## config.mk

```make
export PLATFORM = sky130hd
export DESIGN_NAME = perceptron_mac_engine
export DESIGN_NICKNAME = d
export VERILOG_FILES = /design/src/rtl/perceptron_mac_engine.sv
export SDC_FILE = /design/constraint.sdc
export NUM_CORES = 1
export LEC_CHECK = 0
export CAP_MARGIN = 25
export CELL_PAD_IN_SITES_DETAIL_PLACEMENT = 1
export CELL_PAD_IN_SITES_GLOBAL_PLACEMENT = 2
export CORE_MARGIN = 5
export CORE_UTILIZATION = 35
export CTS_CLUSTER_DIAMETER = 200
export DETAILED_ROUTE_END_ITERATION = 8
export PLACE_DENSITY = 0.76
export REMOVE_ABC_BUFFERS = 1
export SLEW_MARGIN = 30
export SYNTH_ARGS = -nofsm -noshare
export SYNTH_HDL_FRONTEND = slang
export SYNTH_SLANG_ARGS = --single-unit
```

## constraint.sdc

```tcl
create_clock -name clk -period 7.5 [get_ports clk]
set_input_delay 1.5 -clock clk [delete_from_list [all_inputs] [get_ports clk]]
set_output_delay 1.5 -clock clk [all_outputs]
set_load 0.05 [all_outputs]
```

## src/rtl/perceptron_mac_engine.sv

```systemverilog
// Single-neuron MAC engine: programmable weights/bias, streamed unsigned inputs,
// saturating signed accumulator and step / shifted-clipped-ReLU result port.
module perceptron_mac_engine #(
    parameter int unsigned N_INPUTS = 8,
    parameter int unsigned DATA_W   = 8,
    parameter int unsigned WEIGHT_W = 8,
    parameter int unsigned ACC_W    = 20,
    parameter int unsigned SHIFT    = 4,
    parameter int unsigned AW       = $clog2(N_INPUTS + 1)
) (
    input  logic                clk,
    input  logic                rst,
    input  logic                cfg_we,
    input  logic [AW-1:0]       cfg_addr,
    input  logic [WEIGHT_W-1:0] cfg_wdata,
    input  logic                mode,
    input  logic                x_valid,
    output logic                x_ready,
    input  logic [DATA_W-1:0]   x_data,
    output logic                y_valid,
    input  logic                y_ready,
    output logic                y_class,
    output logic [DATA_W-1:0]   y_value,
    output logic [ACC_W-1:0]    y_acc,
    output logic                overflow,
    output logic                busy
);
    localparam int unsigned CW = $clog2(N_INPUTS);
    localparam int unsigned PW = DATA_W + WEIGHT_W + 1;
    // Sum is wide enough for either operand plus a carry, so range checks are exact.
    localparam int unsigned SW = ((ACC_W > PW) ? ACC_W : PW) + 1;
    localparam logic signed [SW-1:0] ACC_MAX = {{(SW-ACC_W+1){1'b0}}, {(ACC_W-1){1'b1}}};
    localparam logic signed [SW-1:0] ACC_MIN = {{(SW-ACC_W+1){1'b1}}, {(ACC_W-1){1'b0}}};
    localparam logic [CW-1:0] LAST = CW'(N_INPUTS - 1);

    typedef enum logic {StAccept, StResult} state_e;

    state_e state_q, state_d;

    logic signed [WEIGHT_W-1:0] weight_q [N_INPUTS];
    logic signed [WEIGHT_W-1:0] bias_q;
    logic signed [ACC_W-1:0]    acc_q, acc_d;
    logic [CW-1:0]              cnt_q;
    logic                       mode_q;
    logic                       overflow_q;

    logic                       accept;
    logic                       first;
    logic                       sat;
    logic signed [PW-1:0]       x_ext, w_ext, product;
    logic signed [SW-1:0]       base, sum;
    logic [ACC_W-1:0]           shifted;

    assign accept = x_valid & x_ready;
    assign first  = (cnt_q == '0);
    assign busy   = !first || (state_q == StResult);

    always_comb begin
        x_ext   = {{(PW-DATA_W){1'b0}}, x_data};
        w_ext   = {{(PW-WEIGHT_W){weight_q[cnt_q][WEIGHT_W-1]}}, weight_q[cnt_q]};
        product = x_ext * w_ext;
        base    = first ? {{(SW-WEIGHT_W){bias_q[WEIGHT_W-1]}}, bias_q}
                        : {{(SW-ACC_W){acc_q[ACC_W-1]}}, acc_q};
        sum     = base + {{(SW-PW){product[PW-1]}}, product};
        sat     = 1'b0;
        acc_d   = sum[ACC_W-1:0];
        if (sum > ACC_MAX) begin
            acc_d = ACC_MAX[ACC_W-1:0];
            sat   = 1'b1;
        end else if (sum < ACC_MIN) begin
            acc_d = ACC_MIN[ACC_W-1:0];
            sat   = 1'b1;
        end
    end

    always_ff @(posedge clk) begin
        if (rst) begin
            acc_q      <= '0;
            cnt_q      <= '0;
            mode_q     <= 1'b0;
            overflow_q <= 1'b0;
            bias_q     <= '0;
            for (int i = 0; i < N_INPUTS; i++) begin
                weight_q[i] <= '0;
            end
        end else begin
            if (accept) begin
                acc_q      <= acc_d;
                cnt_q      <= (cnt_q == LAST) ? '0 : cnt_q + 1'b1;
                overflow_q <= (first ? 1'b0 : overflow_q) | sat;
                if (first) begin
                    mode_q <= mode;
                end
            end
            // Locked while a vector is in flight so all elements see one weight set.
            if (cfg_we && !busy) begin
                if (cfg_addr < AW'(N_INPUTS)) begin
                    weight_q[cfg_addr[CW-1:0]] <= cfg_wdata;
                end else if (cfg_addr == AW'(N_INPUTS)) begin
                    bias_q <= cfg_wdata;
                end
            end
        end
    end

    always_ff @(posedge clk) begin
        if (rst) begin
            state_q <= StAccept;
        end else begin
            state_q <= state_d;
        end
    end

    always_comb begin
        state_d = state_q;
        unique case (state_q)
            StAccept: if (accept && (cnt_q == LAST)) state_d = StResult;
            StResult: if (y_ready) state_d = StAccept;
            default:  state_d = StAccept;
        endcase
    end

    always_comb begin
        x_ready = (state_q == StAccept);
        y_valid = (state_q == StResult);
    end

    always_comb begin
        y_acc    = acc_q;
        overflow = overflow_q;
        y_class  = ~acc_q[ACC_W-1];
        shifted  = $unsigned(acc_q) >> SHIFT;
        if (!mode_q) begin
            y_value = {{(DATA_W-1){1'b0}}, y_class};
        end else if (acc_q[ACC_W-1]) begin
            y_value = '0;
        end else if (|shifted[ACC_W-1:DATA_W]) begin
            y_value = '1;
        end else begin
            y_value = shifted[DATA_W-1:0];
        end
    end
endmodule

```

* Yosys cells after proc, flatten, opt, wreduce, memory -nomap -nowiden
Memories as Yosys holds them, arrays and structs flattened. A register that Yosys moved wholly into a read port is not among the register bits. Index checks and enable logic that the tools add are counted.
Word-level totals: word-level logic and storage cells 54, input port bits 26, memories 1, register bits 34, memory bits (writable) 64, output and inout port bits 33
Operators by class: reductions and logical operators 10, eq/ne operators 2, add/sub/neg operators 2, multiply operators 1, bitwise gates (word level) 5, muxes and demuxes 24, $lt $le $gt $ge 3
Memories:
- weight_q | words 8, width 8, rd ports 1, clocked after Yosys merged registers in 1, wr ports 8, line 40 | logic signed [WEIGHT_W-1:0] weight_q [N_INPUTS];
Operator list (count):
- 20-bit 2-to-1 mux | 2
- 8-bit 2-to-1 mux | 4
- 21-bit adder | 1
- 21-bit by 20-bit greater-than comparator with 1-bit output, second input constant | 1
- 21-bit by 20-bit less-than comparator with 1-bit output, second input constant | 1
- 21-bit 2-to-1 mux | 1
- 9-bit by 8-bit multiplier with 17-bit output | 1
- 8-bit OR reduction | 2
- 1-bit 2-to-1 mux | 12
- 3-bit 2-to-1 mux | 4
- 4-bit equality test, second input constant | 1
- 4-bit less-than comparator, second input constant | 1
- 3-bit by 1-bit adder with 3-bit output, second input constant | 1
- 3-bit equality test, second input constant | 1
- 3-bit zero test | 1
- 1-bit inverter | 3
- 3-bit AND reduction | 1
- 1-bit logical AND | 2
- 1-bit zero test | 2
- 1-bit case mux with 2 select lines | 1
- 2-bit AND reduction | 1
- 1-bit AND | 1
- 1-bit logical OR | 1
- 1-bit bitwise OR | 1

* Longest topological paths before layout
Gate-level depths: netlist (run 1).
depth after elaboration 10, mapped depth 33, mapped depth without buffers 30

* Worst setup path after synthesis (run 1)
OpenSTA, ideal clock, no wires.
path kind reg2reg, from register with a tool-made name, to register acc_q[15], in the netlist y_acc[15], library setup time 129 ps, cell stages (with the launch flop) 31, data arrival time 7488 ps, data required time 7371 ps, clock period less this slack 7617 ps, path buffers 3, path slack -117 ps, cell sequence dfxtp_1 > clkbuf_1 > buf_2 > mux4_2 > mux2i_1 > nand2b_1 > fa_1 > fa_1 > inv_1 > fa_1 > inv_1 > fa_1 > inv_1 > ha_1 > a21oi_1 > nor2b_1 > nor2_1 > o21ai_0 > a211oi_1 > a21oi_1 > xnor2_1 > ha_1 > a21o_1 > a21o_1 > a21oi_1 > o22ai_1 > a211oi_1 > buf_2 > nand2_1 > a211oi_1 > nor3_1
RTL lines:
- to (signal assigned) | line 78 | acc_q <= '0;
- to (signal assigned) | line 88 | acc_q <= acc_d;
- to (decl) | line 42 | logic signed [ACC_W-1:0] acc_q, acc_d;

* Final worst setup path (run 1)
from input port x_data[3], to register acc_q[15], in the netlist y_acc[15]
Between the ends: cells in the longest elaborated chain, start to end 5, elaborated cells on any way between the ends 6, those cells by class add/sub (1); mul (1); order compare (2); mux (2)
RTL lines:
- from (decl) | line 19 | input logic [DATA_W-1:0] x_data,
- 9-bit by 8-bit multiplier with 17-bit output * | line 61 | product = x_ext * w_ext;
- 21-bit adder * | line 64 | sum = base + {{(SW-PW){product[PW-1]}}, product};
- 21-bit by 20-bit less-than comparator with 1-bit output | line 70 | end else if (sum < ACC_MIN) begin
- 20-bit 2-to-1 mux | line 70
- 20-bit 2-to-1 mux * | line 67 | if (sum > ACC_MAX) begin
Every way passes the cells marked *; elsewhere a longest branch is shown, timed or not. A chain may end at the register's enable or synchronous reset.

==> flow_summary.yaml, run 1 <==
outcome:
  outcome: "finished clean"
sta:
  rsz0062_at_grt: "true"
  max_freq_mhz: 138
  period_needed_ns: 7.23
  drv_slew: 0
  fin_setup_tns_ns: 0
  clock_skew_ns: 0.00752
  hold_viol_final: 0
  finalCritPeriodShare: 0.964
  slew_headroom: 0.529
  worst_pin_slew_ns: 0.704
  timing.hold.ws_ns: 0.473
  finalSetupViolations: 0
logic_synthesis:
  synth_seq_cells: 101
  synth_seq_area_share: 0.327
  synth-edff-count: 64
  synth_top_flop_cell: "edfxtp_1"
  syn_avg_cell_area_um2: 10.1
  synth-warning-count: 0
  syn_area_mm2: 0.00813
  async_flop_share: 0
  postSynthCellCount: 804
  ys_types: 55
layout:
  stdcell_area_mm2: 0.0104
  antenna_cells: 0
  syn2layout_area_growth_pct: 28.2
  layout_common_cells: "91 x buf_4, 73 x inv_1, 67 x nor2_1, 66 x and2_1, 64 x edfxtp_1"
  fillCellCount: 2577
  drive_gt1_frac: 0.255
  final_cells: 1267
  fin_nets: 1079
  layout_commonest_cell: "buf_4"
floorplanning:
  fp.dieArea_mm2: 0.0264
  core-area_mm2: 0.0228
  die_h_um: 162
  initial_utilization: 0.357
  die_w_um: 162
  boundaryPins: 59
  rows: 55
detailed_routing:
  first_pass_iters: 5
  wirelength_um: 22700
  drt_iter0_drc: 237
  via_per_inst: 5.04
  wire_per_inst_um: 17.9
  vias: 6385
  drc: 0
  ant_nets: 0
worst_setup_path:
  worst_setup_path_start_kind: "input pin"
  reg2reg_depth: 32
  path_buf_inv: 8
  reg2reg_slack_ns: 0.29
  cp_num_cells: 28
  cpLargestDelayFamily: "adder cells"
  critPathKind: "in -> reg"
  max_stage_delay_ns: 0.55
  slowest_stage: "fa_1"
  crit_fanout: 6
  endpoint_kind: "flop"
  arrival_ns: 7.45
  reg2reg_to: "y_acc[13]"
  critPathRequiredTime_ns: 7.72
placement:
  place_area_mm2: 0.00960
  place.gp.congestion: 0.840
  io_buffers: 58
  hpwl_um: 16800
  place_inst: 1224
power:
  cellPowerDensity_mw_per_mm2: 293
  leakagePower_nw: 4.54
  irDropWorstVdd_mv: 0.161
global_routing:
  first_global_vias: 6855
  track_usage: 0.175
  grt_start_max_net_pins: 44
  grt_pass1_wl_um: 37100
  grt-ovfl-total: 0
  antenna_found_initial: 0
clock_network:
  cts_sinks: 101
  cts_buffers: 9
  cts.htree.levels: 3
  ctsRootBufferMaster: "clkbuf_16"
  clk_latency_ns: 0.35
  cts_tree: "built"
  clk_pin_slew_worst_paths_ns: 0.07
  max-clock-path-buffers: 2
min_path:
  hp-class: "reg -> reg"
  holdPathEnd: "mode_q"
  hold_path_depth: 2
  min_from: "mode_q"
flow_run:
  cap_viol_max_count: 0
-- synth_stat cells, types with 4 or more instances --
cell,instances,share of area
inv_1,73,0.034
and2_1,67,0.052
nor2_1,67,0.031
ha_1,66,0.10
edfxtp_1,64,0.24
nand2_1,53,0.024
nor2b_1,49,0.038
fa_1,38,0.094
dfxtp_1,37,0.091
a21oi_1,29,0.018
a211oi_2,18,0.028
nand2b_1,18,0.014
mux2i_1,17,0.021
xnor2_1,17,0.018
maj3_2,16,0.022
mux4_2,16,0.044
clkbuf_1,15,0.0069
o21a_1,13,0.012
o21ai_0,13,0.0080
or2_2,12,0.0092
nor3_1,11,0.0068
nand3_1,10,0.0062
a21o_1,9,0.0083
xor2_1,9,0.0097
a211oi_1,8,0.0074
mux2_2,7,0.0097
buf_2,5,0.0031
nand4_1,5,0.0038
nor4_1,4,0.0031
-- cell families (layout without fill, tap and decap cells) --
group	after synthesis	in the layout	synth area share
buf+inv	99	246	0.0489
fa+ha+maj	121	121	0.218
flops	101	101	0.327
xor+xnor	26	26	0.0280
compound gates	111	114	0.105
mux	40	40	0.0749
simple gates	306	306	0.197
-- area by class of cell --
type	instances	area, um2	share of cell area
Multi-Input combinational cell	607	5370	0.515
Sequential cell	101	2670	0.256
Timing Repair Buffer	157	1420	0.136
Inverter	73	274	0.0263
Clock buffer	9	225	0.0216
Clock inverter	7	73.8	0.00708
Tap cell	313	392	0.0376
-- where the power goes --
part	internal [mW]	switching [mW]	leakage [nW]
registers	0.631	0.0467	0.968
logic	0.889	1.02	3.42
clock network	0.236	0.231	0.147
total	1.76	1.30	4.54
-- registers in the layout, indices dropped and copies added, names as in the netlist, named ones only --
name / cells
bias_q: 8
cnt_q: 3
mode_q: 1
overflow: 1
weight_q: 64
y_acc: 20
y_valid: 1
-- worst min-delay path: stages, from the launching register on --
cell and delay, ns:
dfxtp_1 0.32, nand2_1 0.05, a21oi_1 0.05
-- timing repair --
item / CTS / global route
endpoints found under the hold margin: 0 / 0
pin swaps: 13 / 26
hold buffers: 0 / 0
gates cloned: 3 / 2
endpoints found under the setup margin: 21 / 21
setup buffers: 8 / 13
resized for setup: 24 / 47
-- how the worst max path moves through the flow --
| stage | startpoint | endpoint | slack [ns] |
|---|---|---|---|
| after floorplan | flop | y_acc[0] | -1.58 |
| after global placement | x_data[0] | y_acc[15] | -0.55 |
| after detailed placement | x_data[0] | y_acc[15] | -0.65 |
| after CTS | x_data[0] | y_acc[4] | -0.02 |
| after global routing | flop | y_acc[10] | -0.05 |
| final | x_data[3] | y_acc[15] | 0.27 |
-- routing by layer --
metal | wire length [um] | global-route usage | vias to the layer above
met5 | 0 | 0 | -
met4 | 176 | 0.0331 | 0
met3 | 689 | 0.0190 | 15
met2 | 10400 | 0.281 | 105
met1 | 11500 | 0.258 | 3194
li1 | - | - | 3071
-- metrics by stage --
stage	util	power [mW]	setup WS, ns
floorplan	-	1.78	-1.58
global placement	0.421	2.45	-0.554
detailed placement	0.422	2.46	-0.650
CTS	0.443	3.02	-0.0214
global route	0.458	3.29	-0.0502
finish	0.458	3.06	0.268
Power figures use the tool's default switching activity.
==> run 2, diff against run 1 <==
--- a/config.mk
+++ b/config.mk
@@ -12,6 +12,7 @@
 export CORE_UTILIZATION = 35
 export CTS_CLUSTER_DIAMETER = 200
 export DETAILED_ROUTE_END_ITERATION = 8
+export MAX_ROUTING_LAYER = met4
 export PLACE_DENSITY = 0.76
 export REMOVE_ABC_BUFFERS = 1
 export SLEW_MARGIN = 30
==> run 2 against run 1 <==
- setup slack worse by 0.021 ns
- die area is the same
- first-iteration DRC count shrank 13%
- wire length decreased by 0.17%
- utilization is 0.16 points higher
- via count fell by 0.45%
- critical path type unchanged
- critical endpoint unchanged
==> flow_summary.yaml, run 2 (same netlist as run 1, synthesis figures left out) <==
layout:
  fin_nets: 1081
  fillCellCount: 2570
  seq_area_mm2: 0.00267
  syn2layout_area_growth_pct: 28.6
  antenna_cells: 0
  drive_gt1_frac: 0.256
  multiInputGateArea_mm2: 0.00538
  final_cells: 1269
  largest_register_ffs: 64
  layout_common_cells: "91 x buf_4, 73 x inv_1, 67 x nor2_1, 66 x and2_1, 64 x edfxtp_1"
  stdcell_area_mm2: 0.0105
  layout_commonest_cell: "buf_4"
  regMostFlops: "weight_q"
clock_network:
  cts_buffers: 9
  cts.htree.levels: 3
  cts_sinks: 101
  clk_pin_slew_worst_paths_ns: 0.08
  holdBufCountCts: 0
  ctsRootBufferMaster: "clkbuf_16"
  clk_latency_ns: 0.35
  cts_tree: "built"
  max-clock-path-buffers: 2
worst_setup_path:
  arrival_ns: 7.47
  crit_fanout: 6
  critPathRequiredTime_ns: 7.71
  endpoint_kind: "flop"
  reg2reg_depth: 30
  critPathKind: "in -> reg"
  worst_setup_path_start_kind: "input pin"
detailed_routing:
  first_pass_iters: 4
  drc: 0
  drt_iter0_drc: 206
  wire_per_inst_um: 17.9
  via_per_inst: 5.01
  ant_nets: 0
  wirelength_um: 22700
  vias: 6356
placement:
  place_inst: 1224
  hpwl_um: 16800
  place_area_mm2: 0.00960
  io_buffers: 58
  place.gp.congestion: 0.856
global_routing:
  antenna_found_initial: 0
  grt_pass1_wl_um: 37100
  first_global_vias: 6856
  track_usage: 0.180
  grt_start_max_net_pins: 44
  grt-ovfl-total: 0
power:
  cellPowerDensity_mw_per_mm2: 292
  irDropWorstVdd_mv: 0.160
  leakagePower_nw: 4.54
sta:
  finalCritPeriodShare: 0.967
  finalSetupViolations: 0
  rsz0062_at_grt: "true"
  clock_skew_ns: 0.00750
  hold_viol_final: 0
  period_needed_ns: 7.25
  worst_pin_slew_ns: 0.692
  drv_slew: 0
  max_freq_mhz: 138
  slew_headroom: 0.537
floorplanning:
  initial_utilization: 0.357
  boundaryPins: 59
  fp.dieArea_mm2: 0.0264
  die_w_um: 162
  core-area_mm2: 0.0228
  rows: 55
  die_h_um: 162
min_path:
  hold_path_depth: 2
  hp-class: "reg -> reg"
flow_run:
  cap_viol_max_count: 0
outcome:
  outcome: "finished clean"
## run 2: power by group
part,switching [mW],internal (mW)
clock network,0.230,0.236
registers,0.0470,0.631
logic,1.02,0.891
total,1.30,1.76
## run 2: layout make-up
cell class                      count  area share
Clock buffer                        9      0.0215
Clock inverter                      7     0.00706
Inverter                           73      0.0262
Multi-Input combinational cell    607       0.515
Sequential cell                   101       0.255
Tap cell                          313      0.0374
Timing Repair Buffer              159       0.138
## run 2: routing by layer
metal | routed length (um) | GRT usage
met5 | 0 | -
met4 | 216 | 0.0331
met3 | 558 | 0.0152
met2 | 10500 | 0.281
met1 | 11500 | 0.260
## run 2: critical path, stage by stage
cell and delay (ns):
dlymetal6s2s_1 0.17, nor2b_4 0.14, fa_1 0.53, inv_1 0.05
fa_1 0.53, inv_1 0.06, fa_1 0.55, inv_1 0.07
fa_1 0.54, inv_1 0.07, ha_4 0.25, buf_4 0.13
nor2b_1 0.12, o21a_1 0.19, a21oi_2 0.19, o21ai_1 0.09
nor2_1 0.12, xnor2_1 0.15, ha_2 0.35, buf_4 0.16
a211oi_4 0.24, a21oi_2 0.12, o41ai_4 0.35, buf_4 0.20
a31o_4 0.24, nand2_1 0.10, a211oi_2 0.18, nor3_1 0.07
## run 2: path summary, 6_finish.rpt
path / from / endpoint / slack, ns
worst max register to register: flop / y_acc[15] / 0.26
worst max-delay path: x_data[3] / y_acc[15] / 0.25
worst min-delay path: mode_q / mode_q / 0.47
worst min register to register: mode_q / mode_q / 0.47
## run 2: repair_timing
action / in CTS / in global routing
pin swaps: 13 / 34
cloned: 3 / 2
setup buffers: 8 / 15
gates resized for setup: 24 / 49
setup endpoints to repair: 21 / 21
## run 2: through the flow
stage	worst slack [ns]	util	hold slack, ns	power, mW	TNS [ns]
3_5_place_dp	-0.650	0.422	0.468	2.46	-11.78
2_1_floorplan	-1.58	-	0.434	1.78	-29.58
5_1_grt	-0.0676	0.459	0.501	3.29	-0.595
6_report	0.247	0.459	0.473	3.06	0
3_3_place_gp	-0.554	0.421	0.464	2.45	-10.25
4_1_cts	-0.0214	0.443	0.479	3.02	-0.151
